<file path="src/rtl/vga_pkg.sv">
// Shared VGA timing constants, framebuffer geometry and CPU-port state type
// used by the framebuffer arbiter and the address mapper.
package vga_pkg;

    localparam int H_ACTIVE   = 640;
    localparam int V_ACTIVE   = 480;
    localparam int H_TOTAL    = 800;
    localparam int V_TOTAL    = 525;

    localparam int FB_W       = 160;
    localparam int FB_H       = 120;
    localparam int SCALE_LOG2 = 2;

    typedef enum logic {
        IDLE,
        ACK
    } cpu_state_t;

endpackage

</file>
<file path="src/rtl/vga_fb_addr.sv">
// Maps a screen pixel coordinate to the framebuffer entry that covers it
// (each entry is a 2^SCALE_LOG2 square of screen pixels).
module vga_fb_addr #(
    parameter int FB_W       = vga_pkg::FB_W,
    parameter int SCALE_LOG2 = vga_pkg::SCALE_LOG2,
    parameter int ADDR_W     = 15
) (
    input  logic [9:0]        pixel_x,
    input  logic [9:0]        pixel_y,
    output logic [ADDR_W-1:0] scan_addr
);

    // Full 32-bit product, truncated to the RAM address width at the end.
    assign scan_addr = ADDR_W'((32'(pixel_y) >> SCALE_LOG2) * 32'(FB_W)
                             + (32'(pixel_x) >> SCALE_LOG2));

endmodule

</file>
<file path="src/rtl/vga_fb_arbiter.sv">
// Shares a single-port synchronous framebuffer RAM between VGA scan-out
// (absolute priority) and a CPU req/ack port that uses every other cycle.
module vga_fb_arbiter #(
    parameter int FB_W       = vga_pkg::FB_W,
    parameter int FB_H       = vga_pkg::FB_H,
    parameter int SCALE_LOG2 = vga_pkg::SCALE_LOG2,
    parameter int COLOR_W    = 8,
    parameter int ADDR_W     = 15
) (
    input  logic               clock,
    input  logic               reset,
    input  logic [9:0]         pixel_x,
    input  logic [9:0]         pixel_y,
    input  logic               video_on_in,
    input  logic               hsync_in,
    input  logic               vsync_in,
    input  logic               cpu_req,
    input  logic               cpu_we,
    input  logic [ADDR_W-1:0]  cpu_addr,
    input  logic [COLOR_W-1:0] cpu_wdata,
    output logic               cpu_ack,
    output logic [COLOR_W-1:0] cpu_rdata,
    output logic [ADDR_W-1:0]  mem_addr,
    output logic               mem_we,
    output logic [COLOR_W-1:0] mem_wdata,
    input  logic [COLOR_W-1:0] mem_rdata,
    output logic [COLOR_W-1:0] rgb,
    output logic               hsync,
    output logic               vsync,
    output logic               video_on
);

    localparam int FB_SIZE = FB_W * FB_H;

    vga_pkg::cpu_state_t state, state_next;

    logic [ADDR_W-1:0]  scan_addr;
    logic               scan_slot;
    logic               grant;
    logic               addr_ok;
    logic               read_ok;
    logic               scan_d1;
    logic [COLOR_W-1:0] color_hold;
    logic [1:0]         von_pipe;
    logic [1:0]         hs_pipe;
    logic [1:0]         vs_pipe;

    vga_fb_addr #(
        .FB_W       (FB_W),
        .SCALE_LOG2 (SCALE_LOG2),
        .ADDR_W     (ADDR_W)
    ) u_addr (
        .pixel_x   (pixel_x),
        .pixel_y   (pixel_y),
        .scan_addr (scan_addr)
    );

    assign scan_slot = video_on_in && (pixel_x[SCALE_LOG2-1:0] == '0);
    assign addr_ok   = 32'(cpu_addr) < 32'(FB_SIZE);

    always_ff @(posedge clock or posedge reset) begin
        if (reset) begin
            state <= vga_pkg::IDLE;
        end else begin
            state <= state_next;
        end
    end

    // Remembers whether the granted access should return RAM data at ack.
    always_ff @(posedge clock or posedge reset) begin
        if (reset) begin
            read_ok <= 1'b0;
        end else if (grant) begin
            read_ok <= !cpu_we && addr_ok;
        end
    end

    always_comb begin
        state_next = state;
        grant      = 1'b0;
        cpu_ack    = 1'b0;
        cpu_rdata  = '0;
        mem_addr   = scan_addr;
        mem_we     = 1'b0;
        mem_wdata  = cpu_wdata;
        case (state)
            vga_pkg::IDLE: begin
                if (cpu_req && !scan_slot) begin
                    grant      = 1'b1;
                    mem_addr   = cpu_addr;
                    mem_we     = cpu_we && addr_ok;
                    state_next = vga_pkg::ACK;
                end
            end
            vga_pkg::ACK: begin
                cpu_ack    = 1'b1;
                if (read_ok) begin
                    cpu_rdata = mem_rdata;
                end
                state_next = vga_pkg::IDLE;
            end
            default: state_next = vga_pkg::IDLE;
        endcase
    end

    // Two-stage alignment: address in stage 0, RAM data lands in color_hold.
    always_ff @(posedge clock or posedge reset) begin
        if (reset) begin
            scan_d1    <= 1'b0;
            color_hold <= '0;
            von_pipe   <= '0;
            hs_pipe    <= '1;
            vs_pipe    <= '1;
        end else begin
            scan_d1  <= scan_slot;
            if (scan_d1) begin
                color_hold <= mem_rdata;
            end
            von_pipe <= {von_pipe[0], video_on_in};
            hs_pipe  <= {hs_pipe[0], hsync_in};
            vs_pipe  <= {vs_pipe[0], vsync_in};
        end
    end

    assign rgb      = von_pipe[1] ? color_hold : '0;
    assign video_on = von_pipe[1];
    assign hsync    = hs_pipe[1];
    assign vsync    = vs_pipe[1];

endmodule
</file>
<file path="config.mk">
export PLATFORM = sky130hd
export DESIGN_NAME = vga_fb_arbiter
export DESIGN_NICKNAME = d
export VERILOG_FILES = /design/src/rtl/vga_pkg.sv /design/src/rtl/vga_fb_addr.sv /design/src/rtl/vga_fb_arbiter.sv
export SDC_FILE = /design/constraint.sdc
export NUM_CORES = 1
export LEC_CHECK = 0
export BUFFER_PORTS_ARGS = -buffer_cell sky130_fd_sc_hd__buf_4
export CAP_MARGIN = 5
export CORE_MARGIN = 2
export CORE_UTILIZATION = 45
export CTS_CLUSTER_SIZE = 20
export DETAILED_ROUTE_END_ITERATION = 10
export MAX_ROUTING_LAYER = met4
export PLACE_DENSITY = 0.93
export SYNTH_ARGS = -nofsm -noshare
export SYNTH_HDL_FRONTEND = slang
export SYNTH_SLANG_ARGS = --single-unit
</file>
<file path="constraint.sdc">
create_clock -name clock -period 4.1 [get_ports clock]
set_input_delay 0 -clock clock [delete_from_list [all_inputs] [get_ports clock]]
set_output_delay 0 -clock clock [all_outputs]
set_load 0.05 [all_outputs]
</file>
* Word-level counts from Yosys, hierarchy flattened *
Cells that the tools add are included.

cells by class
  add/subtract/negate cells = 1
  multiply operators = 1
  div/mod/pow operators = 0
  magnitude comparators = 1
  eq/ne operators = 0
  shifts and indexed selects = 0
  multiplexer cells = 11
  bitwise operators = 1
  reductions and logical operators = 7

operators with widths
  operator                                            count
  2-to-1 mux 15 bit                                   2
  2-to-1 mux 8 bit                                    3
  adder 15 x 8 -> 15 bit                              1
  less-than comparator 15 bit, second input constant  1
  multiplier 8 x 3 -> 10 bit, second input constant   1
  2-to-1 mux 1 bit                                    5
  logical AND 1 bit                                   4
  logical NOT 1 bit                                   2
  logical NOT 2 bit                                   1
  case mux 1 bit (2 select lines)                     1
  NOT 1 bit                                           1

storage, ports and cells
  register bits = 17
  bits in latches = 0
  bits in writable memories = 0
  memory bits (read-only) = 0
  output and inout bits = 44
  word-level logic and storage cells = 29
  memories = 0

* Logic depth before layout (Yosys ltp) *
Gate-level depths: netlist (run 1).

  depth in word-level cells = 6
  mapped depth = 9
  gate-level depth less buffers = 9

* By module *
A second synthesis (run 1) with hierarchy kept.

unflattened totals
  cells, all modules = 147
  area, all modules = 1569.0 um^2

modules (own cells, without submodules)
  module          times used  cells each  area each (um^2)
  vga_fb_arbiter  1           78          996.0
  vga_fb_addr     1           69          573.0

* Worst setup path before layout (run 1) *
OpenSTA, ideal clock, no wires.

  path type = in2out
  start = input pixel_y[3]
  end = output mem_addr[13]
  arrival time = 2970 ps
  slack = 1130 ps
  stages = 9
  buffers on the path = 0
  path through = ha_1 ha_1 inv_1 fa_1 xor2_1 or3b_1 o21bai_4 or4_1 a31oi_1

between the ends
  longest elaborated chain between the ends = 4

ends and longest elaborated chain
  what                            line                  source
  start: declaration              vga_fb_arbiter.sv:13  input logic [9:0] pixel_y,
  multiplier 8 x 3 -> 10 bit (*)  vga_fb_addr.sv:14     assign scan_addr = ADDR_W'((32'(pixel_y) >> SCALE_LOG2) * 32'(FB_W)
  adder 15 x 8 -> 15 bit (*)      vga_fb_addr.sv:15     + (32'(pixel_x) >> SCALE_LOG2));
  2-to-1 mux 15 bit               vga_fb_arbiter.sv:88  if (cpu_req && !scan_slot) begin
  2-to-1 mux 15 bit (*)           vga_fb_arbiter.sv:86  case (state)
  end: declaration                vga_fb_arbiter.sv:23  output logic [ADDR_W-1:0] mem_addr,

Mark *: on every way between the ends. The rest lies on a longest branch, timed or not.

* Worst setup path after layout (run 1) *
  start = input pixel_y[3]
  end = output mem_addr[14]

The elaborated chain is that of the path after synthesis.

==> flow_summary.rst, run 1 <==
.. list-table::
   :header-rows: 1

   * - Metric
     - Value
   * - Global-route wire length before repair
     - 6.26 mm
   * - Filler Cell Count
     - 249
   * - Crit path buffers/inverters
     - 3
   * - Clock latency reported for the late side of the worst-skew pair
     - 280 ps
   * - Number of core rows
     - 21
   * - Post-route antenna net violation count
     - 0
   * - Post-synthesis cell area
     - 1520 um^2
   * - Clock tree from TritonCTS
     - done
   * - Remaining design rule violation count
     - 0
   * - Post-layout min period
     - 2750 ps
   * - Die Wd
     - 62.0 um
   * - Crit path max fanout
     - 3
   * - Startpoint of the worst register-to-register path
     - state
   * - Min-Delay Path Depth
     - 0
   * - Flop and latch count out of synthesis
     - 17
   * - Worst rel slew slack
     - 0.588
   * - Post-synth top area share
     - 0.215
   * - Synth cell count leaders
     - nand2_1, ha_1, dfrtp_1
   * - Post-route cell area
     - 2290 um^2
   * - Unique cell type count in the Yosys netlist
     - 40
   * - Area of placed instances
     - 2120 um^2
   * - Antenna Diode Count
     - 0
   * - Clk_skew
     - 6.26 ps
   * - GP Congestion
     - 0.754
   * - HPWL after DPL
     - 3.09 mm
   * - Post-synthesis net count
     - 247
   * - Layout Nets
     - 337
   * - 1st-iter DRT viols
     - 37
   * - Number of enable flip-flop cells after synthesis
     - 0
   * - First-pass iteration count of the detailed router
     - 4
   * - Leakage
     - 0.00117 uW
   * - Actual slew at the worst max-slew pin
     - 613 ps
   * - Total power divided by cell area
     - 313 nW/um^2
   * - Max-Cap Viols
     - 0
   * - Endpoint of the most critical register-to-register path
     - read_ok
   * - Die height
     - 62.0 um
   * - Seq/Total Area, Yosys
     - 0.284
   * - Critical Path Max Stage Delay
     - 570 ps
   * - Total power draw
     - 717 uW
   * - Routed vias
     - 1,522
   * - Critical path startpoint category
     - input pin
   * - Worst Hold Path EP
     - mem_wdata[6]
   * - Largest net degree at the start of global routing
     - 21
   * - Cell at the root of the clock tree
     - clkbuf_4
   * - Gate count after technology mapping
     - 172
   * - Final Hold Slack
     - 0.0165 ps
   * - Total count of hold-check failures in the final report
     - 0
   * - Synth top area cells
     - dfrtp_1, ha_1, dfstp_2, mux2_2, nand2_1
   * - DR WL/cell
     - 12.9 um
   * - Vias in the first global route
     - 1,493
   * - Fraction of final layout cells with drive strength greater than 1
     - 0.410
   * - Cell taking the most area after synthesis
     - dfrtp_1
   * - VDD IR max
     - 132 uV
   * - Full die area
     - 3850 um^2
   * - IO buf count
     - 83
   * - Worst min-delay path category
     - input pin to output pin
   * - Routed WL
     - 3.97 mm
   * - H-tree depth
     - 1
   * - Maximum achievable frequency
     - 0.364 GHz
   * - Initial cell density of the core
     - 0.461
   * - CP top delay family
     - simple AND/OR/NAND/NOR gates
   * - Remaining global-route overflow
     - 0
   * - Number of instances resized during post-cts repair
     - 0
   * - Max clock buf depth
     - 2
   * - TritonCTS Sinks
     - 17
   * - Outcome
     - completed
   * - CORE AREA
     - 3280 um^2
   * - Slack of the worst reg-to-reg path
     - 2180 ps
   * - Per-instance average area after synthesis
     - 8.81 um^2
   * - Vias/cell
     - 4.96
   * - Period Utilization, post-route
     - 0.670
   * - Yosys warns
     - 0
   * - Number of setup buffers added after CTS
     - 0
   * - Required time at the worst-slack endpoint
     - 4100 ps
   * - Unrepaired setup endpoints after global routing
     - no
   * - Number of cells traversed by the worst register-to-register path
     - 4
   * - Number of CTS-inserted buffers
     - 3
   * - Async set-reset flop share out of synthesis
     - 1.00
   * - Number of setup violations in the final report
     - 0
   * - Arrival time worst endpoint
     - 2750 ps
   * - Cell breakdown of the critical path
     - buf_4 -> ha_1 -> ha_1 -> inv_1 -> fa_1 -> xor2_1 -> or3b_1 -> nor4_1 -> nand4_1 -> a31oi_1 -> buf_4
   * - Post-Route Utilization
     - 0.698
   * - Cell with the most instances after synthesis
     - nand2_1
   * - Number of antenna violations at the first check in global routing
     - 0
   * - Crit path capture type
     - output pin
   * - Critical path class
     - input pin to output pin
   * - Hold Startpoint
     - cpu_wdata[6]
   * - Growth of design area from synthesis to finish
     - 51.4%
   * - Dominant register cell in the synthesized netlist
     - dfrtp_1
   * - CP max stage cell
     - nor4_1
   * - Final-report max-slew violation count
     - 0
   * - Io pins
     - 102
   * - Final TNS setup
     - 0 ps
   * - Overall routing resource usage
     - 0.222
[power breakdown]
group          internal (uW)  total [uW]  switching (uW)
clock network           37.7        80.7            43.0
registers                190         204            14.8
logic                    169         432             263
[repair_timing]
| action | in CTS | in global routing |
|---|---|---|
| endpoints found under the setup margin | 0 | 0 |
| endpoints found under the hold margin | 26 | 0 |
| hold buffers | 15 | 0 |
[through the flow]
step / instances / worst slack [ps]
finish: 307 / 1350
global route: 307 / 1180
CTS: 307 / 1350
detailed placement: 288 / 1350
global placement: 288 / 1400
floorplan: 172 / 1130
[state kept, by name (all words and copies together), names as in the netlist]
name and flops:
hs_pipe 2, vs_pipe 2, read_ok 1, color_hold 8, state 1, scan_d1 1
von_pipe 2
[routing by layer]
metal / share of wire / vias to the layer above / track usage
li1: - / 772 / -
met1: 0.37 / 697 / 0.228
met2: 0.56 / 49 / 0.438
met3: 0.057 / 4 / 0.0186
met4: 0.0068 / 0 / 0.0669
met5: 0 / - / -
[kinds of logic after synthesis]
family,share of synthesized area
compound gates,0.130
xor+xnor,0.0520
fa+ha+maj,0.150
buf+inv,0.0718
flops,0.284
mux,0.0595
simple gates,0.252
[layout make-up]
class / count / area, um^2 / area share
clock buffers: 4 / 26.3 / 0.0115
inverters: 8 / 30.0 / 0.0131
multi-input cells: 134 / 976 / 0.426
flip-flops and latches: 17 / 430 / 0.188
well taps: 46 / 57.6 / 0.0251
repair buffers: 98 / 773 / 0.337
[layout by cell type (no fill, tap or decap), types with 2 or more instances in the layout]
cell type and n:
or2_2 3, o211ai_1 3, mux2_2 8, and2_1 8, o31ai_1 2, dfstp_2 4
o21ai_0 6, nand2b_1 2, or3b_2 2, fa_1 2, dlygate4sd3_1 15, a31oi_1 2
a21oi_1 7, nor2b_1 4, ha_1 15, and3_1 9, dfrtp_1 13, clkbuf_4 3
xor2_1 5, nand2_1 24, nor2_1 11, nor3b_1 2, inv_1 8, buf_4 83
xnor2_1 4
[worst max path at each step]
stage               startpoint      endpoint  slack (ps)  cells after the start
detailed placement  pixel_y[3]  mem_addr[14]        1350                     11
finish              pixel_y[3]  mem_addr[14]        1350                     11
global route        pixel_y[3]  mem_addr[14]        1180                     11
global placement    pixel_y[3]  mem_addr[13]        1400                     11
CTS                 pixel_y[3]  mem_addr[14]        1350                     11
floorplan           pixel_y[3]  mem_addr[13]        1130                      9
(Power assumes the default switching activity.)
==> inputs of run 2 (changes only) <==
--- a/config.mk
+++ b/config.mk
@@ -8,11 +8,11 @@
 export BUFFER_PORTS_ARGS = -buffer_cell sky130_fd_sc_hd__buf_4
 export CAP_MARGIN = 5
 export CORE_MARGIN = 2
-export CORE_UTILIZATION = 45
+export CORE_UTILIZATION = 38
 export CTS_CLUSTER_SIZE = 20
 export DETAILED_ROUTE_END_ITERATION = 10
 export MAX_ROUTING_LAYER = met4
-export PLACE_DENSITY = 0.93
+export PLACE_DENSITY = 0.84
 export SYNTH_ARGS = -nofsm -noshare
 export SYNTH_HDL_FRONTEND = slang
 export SYNTH_SLANG_ARGS = --single-unit
==> constraint.sdc (replaced) <==
create_clock -name clock -period 2.47 [get_ports clock]
set_input_delay 0 -clock clock [delete_from_list [all_inputs] [get_ports clock]]
set_output_delay 0 -clock clock [all_outputs]
set_load 0.05 [all_outputs]
==> run 2 against run 1 <==
Compared with the run above: highest routed layer unchanged; clock skew is 2.8 ps lower; sequential share of layout area is 1.6 points lower; final area is 9.2% higher; sequential cell count stayed put; non-clock buffer count is 11 higher; count of clock-buffer cells in the layout is 1 lower; sequential power is 65% higher; the flow now finishes with violations (negative setup slack); first-iteration DRC count is 35% higher; global-route usage is 1.8 points lower; total power is 88% higher; worst hold slack hardly changed.
==> flow_summary.rst, run 2 (synthesized netlist as in run 1, its figures left out) <==
.. list-table::
   :header-rows: 1

   * - Metric
     - Value
   * - Final-report max-slew violation count
     - 0 (unchanged)
   * - Antenna Diode Count
     - 0 (unchanged)
   * - Clk_skew
     - 3.43 ps (was 6.26 ps)
   * - CP top delay family
     - simple AND/OR/NAND/NOR gates (unchanged)
   * - Area of placed instances
     - 2240 um^2 (was 2120 um^2)
   * - Worst min-delay path category
     - input pin to output pin (unchanged)
   * - Layout Nets
     - 348 (was 337)
   * - Cell at the root of the clock tree
     - clkbuf_8 (was clkbuf_4)
   * - H-tree depth
     - 1 (unchanged)
   * - Global-route wire length before repair
     - 6.79 mm (was 6.26 mm)
   * - Number of setup violations in the final report
     - 1 (was 0)
   * - IO buf count
     - 83 (unchanged)
   * - VDD IR max
     - 178 uV (was 132 uV)
   * - Crit path buffers/inverters
     - 3 (unchanged)
   * - Largest net degree at the start of global routing
     - 20 (was 21)
   * - Overall routing resource usage
     - 0.204 (was 0.222)
   * - Total power draw
     - 1350 uW (was 717 uW)
   * - Post-route antenna net violation count
     - 0 (unchanged)
   * - Total count of hold-check failures in the final report
     - 0 (unchanged)
   * - Post-route cell area
     - 2500 um^2 (was 2290 um^2)
   * - Worst rel slew slack
     - 0.603 (was 0.588)
   * - Full die area
     - 4510 um^2 (was 3850 um^2)
   * - Unrepaired setup endpoints after global routing
     - yes (was no)
   * - Highest-count cells in the layout ignoring fill and taps
     - buf_4, nand2_1, dfrtp_1, ha_1, dlygate4sd3_1 (was buf_4, nand2_1, ha_1, dlygate4sd3_1, dfrtp_1)
   * - Flip-flop count of the largest register after layout
     - 8 (unchanged)
   * - Routed vias
     - 1,580 (was 1,522)
   * - Growth of design area from synthesis to finish
     - 65.3% (was 51.4%)
   * - Crit path max fanout
     - 2 (was 3)
   * - Critical path class
     - input pin to output pin (unchanged)
   * - Total power divided by cell area
     - 538 nW/um^2 (was 313 nW/um^2)
   * - Die Wd
     - 67.1 um (was 62.0 um)
   * - Required time at the worst-slack endpoint
     - 2470 ps (was 4100 ps)
   * - Post-layout min period
     - 2480 ps
   * - Number of core rows
     - 22 (was 21)
   * - TritonCTS Sinks
     - 17 (unchanged)
   * - Leakage
     - 0.00125 uW (was 0.00117 uW)
   * - Clock tree from TritonCTS
     - done (unchanged)
   * - Die height
     - 67.1 um (was 62.0 um)
   * - Most common cell after layout, fill and taps aside
     - buf_4 (unchanged)
   * - Critical Path Max Stage Delay
     - 500 ps (was 570 ps)
   * - DR WL/cell
     - 13.7 um (was 12.9 um)
   * - Remaining design rule violation count
     - 0 (unchanged)
   * - Max clock buf depth
     - 2 (unchanged)
   * - Maximum achievable frequency
     - 0.404 GHz
   * - GP Congestion
     - 0.762 (was 0.754)
   * - Largest register by flop count
     - color_hold (unchanged)
   * - Number of antenna violations at the first check in global routing
     - 0 (unchanged)
   * - CP max stage cell
     - or4_4 (was nor4_1)
   * - HPWL after DPL
     - 3.27 mm (was 3.09 mm)
   * - Arrival time worst endpoint
     - 2480 ps (was 2750 ps)
   * - 1st-iter DRT viols
     - 50 (was 37)
   * - CORE AREA
     - 3740 um^2 (was 3280 um^2)
   * - Initial cell density of the core
     - 0.405 (was 0.461)
   * - Critical path startpoint category
     - input pin (unchanged)
   * - Vias in the first global route
     - 1,616 (was 1,493)
   * - Io pins
     - 102 (unchanged)
   * - Crit path capture type
     - output pin (unchanged)
   * - First-pass iteration count of the detailed router
     - 5 (was 4)
   * - Fraction of final layout cells with drive strength greater than 1
     - 0.504 (was 0.410)
   * - Final worst setup slack
     - -6.00 ps (was 1350 ps)
   * - Clock latency reported for the late side of the worst-skew pair
     - 250 ps (was 280 ps)
   * - Vias/cell
     - 4.94 (was 4.96)
   * - Most common cell on crit path
     - ha_4
   * - Outcome
     - finished, violations left (was completed)
   * - Routed WL
     - 4.38 mm (was 3.97 mm)
   * - Number of CTS-inserted buffers
     - 3 (unchanged)
   * - Violated checks
     - negative setup slack
   * - Max-Cap Viols
     - 0 (unchanged)
   * - Remaining global-route overflow
     - 0 (unchanged)
   * - Cell breakdown of the critical path
     - buf_8 -> ha_4 -> ha_4 -> inv_2 -> fa_2 -> xor2_1 -> or3b_4 -> o21bai_4 -> or4_4 -> a31oi_4 -> buf_6 (was buf_4 -> ha_1 -> ha_1 -> inv_1 -> fa_1 -> xor2_1 -> or3b_1 -> nor4_1 -> nand4_1 -> a31oi_1 -> buf_4)
   * - Period Utilization, post-route
     - 1.00
   * - Actual slew at the worst max-slew pin
     - 595 ps (was 613 ps)
==> run 2: cell count changes in the layout (fill, tap and decap cells not counted), moves of 2 or more <==
cell	delta
buf_4	+12
dlygate4sd3_1	-4
clkbuf_4	-3
clkbuf_8	+3
ha_1	-3
ha_4	+3
a31oi_1	-2
a31oi_4	+2
buf_6	+2
inv_1	-2
inv_2	+2
o21ai_0	-2
==> run 2: layout make-up <==
class,instances,area [um^2]
clock buffers,3,41.3
multi-input cells,134,1080
repair buffers,109,861
clock inverters,1,5.00
flip-flops and latches,17,430
well taps,48,60.1
inverters,8,30.0
fillers,294,1240
==> run 2: per-stage QoR <==
stage	util	hold WS (ps)	setup TNS (ps)	setup slack [ps]	cells
6_report	0.669	0.0220	-6.00	-6.00	320
5_1_grt	0.669	0.185	-74.4	-74.4	320
4_1_cts	0.656	0.0474	0	7.32	319
3_5_place_dp	0.599	0.341	-240	-171	303
3_3_place_gp	0.599	0.341	-186	-155	303
2_1_floorplan	-	-76.8	-195	-195	172
==> run 2: routing by layer <==
metal	vias to the layer above	global-route usage	share of wire	routed length [um]
met5	-	-	0	0
met2	51	0.429	0.57	2490
met1	727	0.180	0.35	1540
met3	9	0.0200	0.061	267
met4	0	0.0791	0.021	90
li1	793	-	-	-
==> run 2: final timing paths <==
check,startpoint,to,slack (ps),depth (start not counted)
worst min register to register,von_pipe[0],von_pipe[1],350,0
worst max-delay path,pixel_y[3],mem_addr[13],-6,11
min in group asynchronous,reset,von_pipe[0],380,3
max in group asynchronous,reset,color_hold[4],1700,3
worst min-delay path,cpu_wdata[5],mem_wdata[5],0.02,0
worst max register to register,state,read_ok,850,4
==> run 2: report_power, final <==
part	total (uW)	switching (uW)	internal [uW]
sequential	337	22.3	315
clock	197	84.9	112
combinational	815	475	340
total	1350	582	767
==> run 2: what timing repair did <==
| action | in CTS | in global routing |
|---|---|---|
| pin swaps | 6 | 4 |
| hold buffers | 11 | 0 |
| gates resized for setup | 9 | 10 |
| endpoints found under the setup margin | 2 | 3 |
| buffers inserted | 1 | 1 |
| endpoints found under the hold margin | 22 | 0 |
==> inputs of run 3 (changes only) <==
--- a/config.mk
+++ b/config.mk
@@ -5,14 +5,15 @@
 export SDC_FILE = /design/constraint.sdc
 export NUM_CORES = 1
 export LEC_CHECK = 0
+export ABC_AREA = 1
 export BUFFER_PORTS_ARGS = -buffer_cell sky130_fd_sc_hd__buf_4
 export CAP_MARGIN = 5
 export CORE_MARGIN = 2
-export CORE_UTILIZATION = 38
+export CORE_UTILIZATION = 39
 export CTS_CLUSTER_SIZE = 20
 export DETAILED_ROUTE_END_ITERATION = 10
 export MAX_ROUTING_LAYER = met4
-export PLACE_DENSITY = 0.84
+export PLACE_DENSITY = 0.85
 export SYNTH_ARGS = -nofsm -noshare
 export SYNTH_HDL_FRONTEND = slang
 export SYNTH_SLANG_ARGS = --single-unit
==> run 3 against run 2 <==
Compared with the run above: the run now ends clean; worst setup slack better by 240 ps; utilization down 9.1 points; sequential share of layout area up 1.6 points.
==> flow_summary.rst, run 3 <==
.. list-table::
   :header-rows: 1

   * - Metric
     - Value
   * - Cell at the root of the clock tree
     - clkbuf_8 (unchanged)
   * - IO buf count
     - 83 (unchanged)
   * - TritonCTS Sinks
     - 17 (unchanged)
   * - Global-route wire length before repair
     - 6.26 mm (was 6.79 mm)
   * - Initial cell density of the core
     - 0.402 (was 0.405)
   * - Part of the power in combinational logic
     - 0.569 (was 0.604)
   * - Max clock buf depth
     - 2 (unchanged)
   * - Cell with the most instances after synthesis
     - nand2_1 (unchanged)
   * - Remaining global-route overflow
     - 0 (unchanged)
   * - CORE AREA
     - 3970 um^2 (was 3740 um^2)
   * - Clock tree from TritonCTS
     - done (unchanged)
   * - Period Utilization, post-route
     - 0.905 (was 1.00)
   * - CP max stage cell
     - fa_2 (was or4_4)
   * - Vias/cell
     - 4.57 (was 4.94)
   * - Die height
     - 68.0 um (was 67.1 um)
   * - Unique cell type count in the Yosys netlist
     - 31 (was 40)
   * - Largest family of logic cells by synthesized area
     - simple AND/OR/NAND/NOR gates (unchanged)
   * - Fraction of final layout cells with drive strength greater than 1
     - 0.334 (was 0.504)
   * - Layout Nets
     - 393 (was 348)
   * - Unrepaired setup endpoints after global routing
     - no (was yes)
   * - Post-synthesis cell area
     - 1600 um^2 (was 1520 um^2)
   * - Area share of xor/xnor cells in the synthesized design
     - 0.0110 (was 0.0520)
   * - Slack of the worst reg-to-reg path
     - 1080 ps (was 850 ps)
   * - Routed vias
     - 1,677 (was 1,580)
   * - Total power divided by cell area
     - 532 nW/um^2 (was 538 nW/um^2)
   * - Simple logic cell fraction of the synthesized area
     - 0.325 (was 0.252)
   * - Async set-reset flop share out of synthesis
     - 1.00 (unchanged)
   * - Clock latency reported for the late side of the worst-skew pair
     - 240 ps (was 250 ps)
   * - Critical path class
     - input pin to output pin (unchanged)
   * - Post-synthesis net count
     - 314 (was 247)
   * - GP Congestion
     - 0.867 (was 0.762)
   * - Routed WL
     - 3.85 mm (was 4.38 mm)
   * - Number of core rows
     - 23 (was 22)
   * - Sw Share
     - 0.451 (was 0.432)
   * - Power spent charging and discharging nets
     - 551 uW (was 582 uW)
   * - Die Wd
     - 68.0 um (was 67.1 um)
   * - Per-instance average area after synthesis
     - 6.67 um^2 (was 8.81 um^2)
   * - Critical Path Max Stage Delay
     - 490 ps (was 500 ps)
   * - Dominant register cell in the synthesized netlist
     - dfrtp_1 (unchanged)
   * - Setup crit start
     - pixel_y[3] (unchanged)
   * - Number of cells traversed by the worst register-to-register path
     - 3 (was 4)
   * - Post-layout min period
     - 2240 ps (was 2480 ps)
   * - Most common cell on crit path
     - nand2_1 (was ha_4)
   * - Number of setup violations in the final report
     - 0 (was 1)
   * - Synth top area cells
     - dfrtp_1, nand2_1, ha_1, inv_1, dfstp_2 (was dfrtp_1, ha_1, dfstp_2, mux2_2, nand2_1)
   * - Vias in the first global route
     - 1,550 (was 1,616)
   * - Growth of design area from synthesis to finish
     - 43.9% (was 65.3%)
   * - VDD IR max
     - 290 uV (was 178 uV)
   * - Internal power
     - 670 uW (was 767 uW)
   * - Seq/Total Area, Yosys
     - 0.270 (was 0.284)
   * - Endpoint of the most critical register-to-register path
     - read_ok (unchanged)
   * - Flop and latch count out of synthesis
     - 17 (unchanged)
   * - 1st-iter DRT viols
     - 71 (was 50)
   * - Yosys warns
     - 0 (unchanged)
   * - Critical path startpoint category
     - input pin (unchanged)
   * - End point of the critical path
     - mem_addr[14] (was mem_addr[13])
   * - Remaining design rule violation count
     - 0 (unchanged)
   * - Required time at the worst-slack endpoint
     - 2470 ps (about the same)
   * - Number of antenna violations at the first check in global routing
     - 0 (unchanged)
   * - Clock network fraction of design power
     - 0.160 (was 0.146)
   * - Crit path max fanout
     - 3 (was 2)
   * - Total count of hold-check failures in the final report
     - 0 (unchanged)
   * - Crit path capture type
     - output pin (unchanged)
   * - Synth cell count leaders
     - nand2_1, inv_1, nor2_1 (was nand2_1, ha_1, dfrtp_1)
   * - Sequential share of power
     - 0.271 (was 0.250)
   * - HPWL after DPL
     - 3.31 mm (was 3.27 mm)
   * - Min-Delay Path Depth
     - 0 (unchanged)
   * - Worst min-delay path category
     - input pin to output pin (unchanged)
   * - Compound-Gate Fraction of Synth Area
     - 0.0808 (was 0.130)
   * - DR WL/cell
     - 10.5 um (was 13.7 um)
   * - Total power draw
     - 1220 uW (was 1350 uW)
   * - Cell breakdown of the critical path
     - buf_4 -> ha_1 -> ha_2 -> inv_1 -> fa_2 -> nor2_8 -> nand3_2 -> nor2_4 -> nand2_1 -> nor2_2 -> nand2_1 -> nand2_1 -> nand3_1 -> nand2_1 -> inv_1 -> buf_4 (was buf_8 -> ha_4 -> ha_4 -> inv_2 -> fa_2 -> xor2_1 -> or3b_4 -> o21bai_4 -> or4_4 -> a31oi_4 -> buf_6)
   * - Flip-flop count of the largest register after layout
     - 8 (unchanged)
   * - Most common cell after layout, fill and taps aside
     - buf_4 (unchanged)
   * - Actual slew at the worst max-slew pin
     - 598 ps (was 595 ps)
   * - Final TNS setup
     - 0 ps (was -6.00 ps)
   * - Highest-count cells in the layout ignoring fill and taps
     - buf_4, nand2_1, inv_1, nor2_1, ha_1 (was buf_4, nand2_1, dfrtp_1, ha_1, dlygate4sd3_1)
   * - Leakage
     - 0.00138 uW (was 0.00125 uW)
   * - Overall routing resource usage
     - 0.178 (was 0.204)
   * - Io pins
     - 102 (unchanged)
   * - Post-route antenna net violation count
     - 0 (unchanged)
   * - Antenna Diode Count
     - 0 (unchanged)
   * - Clk_skew
     - 2.64 ps (was 3.43 ps)
   * - First-pass iteration count of the detailed router
     - 4 (was 5)
   * - Largest register by flop count
     - color_hold (unchanged)
   * - H-tree depth
     - 1 (unchanged)
   * - Largest net degree at the start of global routing
     - 21 (was 20)
   * - Outcome
     - completed (was finished, violations left)
   * - Max-Cap Viols
     - 0 (unchanged)
   * - Number of enable flip-flop cells after synthesis
     - 0 (unchanged)
   * - Full die area
     - 4620 um^2 (was 4510 um^2)
   * - Number of CTS-inserted buffers
     - 3 (unchanged)
   * - Cell taking the most area after synthesis
     - dfrtp_1 (unchanged)
   * - Gate count after technology mapping
     - 239 (was 172)
   * - Filler Cell Count
     - 373 (was 294)
   * - Worst rel slew slack
     - 0.601 (was 0.603)
   * - Fraction of synthesized area in multiplexers
     - 0 (was 0.0595)
   * - Final-report max-slew violation count
     - 0 (unchanged)
   * - Maximum achievable frequency
     - 0.447 GHz (was 0.404 GHz)
   * - Post-synth top area share
     - 0.204 (was 0.215)
   * - Startpoint of the worst register-to-register path
     - state (unchanged)
   * - Synth Area in Adders
     - 0.143 (was 0.150)
   * - Arrival time worst endpoint
     - 2240 ps (was 2480 ps)
[run 3: cells by family after synthesis]
group           after synthesis
buf+inv                      62
simple gates                118
compound gates               23
flops                        17
fa+ha+maj                    17
xor+xnor                      2
[run 3: what timing repair did]
item / in CTS / in global routing
buffers inserted: 0 / 1
hold buffers: 4 / 0
endpoints found under the hold margin: 16 / 0
gates resized for setup: 0 / 3
setup endpoints to repair: 0 / 1
[run 3: power groups by stage]
stage                     sequential [uW]  combinational [uW]  clock [uW]
after floorplan                       342                 502           0
after global placement                333                 670           0
after detailed placement              336                 682           0
after CTS                             331                 690         201
after global routing                  335                 756         216
final                                 331                 694         196
[run 3: metal layers]
layer | share of wire | vias to the layer above | track usage
met4 | 0.0068 | 0 | 0.0425
met2 | 0.51 | 57 | 0.337
li1 | - | 880 | -
met5 | 0 | - | -
met1 | 0.41 | 736 | 0.195
met3 | 0.068 | 4 | 0.0230
[run 3: per-stage QoR]
| step | area [um^2] | worst slack [ps] | utilization | hold slack (ps) | std cells |
|---|---|---|---|---|---|
| floorplan | 1600 | 252 | - | -76.8 | 239 |
| global placement | 2190 | 259 | 0.552 | 0.341 | 358 |
| detailed placement | 2190 | 175 | 0.552 | 0.341 | 358 |
| CTS | 2280 | 179 | 0.574 | 0.341 | 366 |
| global route | 2300 | 33.2 | 0.578 | 0.287 | 367 |
| finish | 2300 | 235 | 0.578 | 0.109 | 367 |
[run 3: layout make-up]
type,count,area [um^2],area share
clock buffer,4,45.0,0.0196
inverter,48,180,0.0785
multi-input combinational,160,907,0.395
sequential,17,430,0.187
tap,50,62.6,0.0272
timing repair buffer,88,671,0.292
[run 3: how the worst min path moves through the flow]
stage / endpoint / slack (ps) / from
final: mem_wdata[0] / 0.1 / cpu_wdata[0]
after global routing: mem_wdata[4] / 0.3 / cpu_wdata[4]
after CTS: mem_wdata[0] / 0.3 / cpu_wdata[0]
after detailed placement: mem_wdata[0] / 0.3 / cpu_wdata[0]
after global placement: mem_wdata[0] / 0.3 / cpu_wdata[0]
after floorplan: color_hold[0] / -80 / reset
[run 3: worst max-delay path: cells and delay by family]
| kind | cells | cell delay [ps] |
|---|---|---|
| and+or+nand+nor | 9 | 780 |
| buffers and inverters | 4 | 430 |
| adders and majority gates | 3 | 1010 |
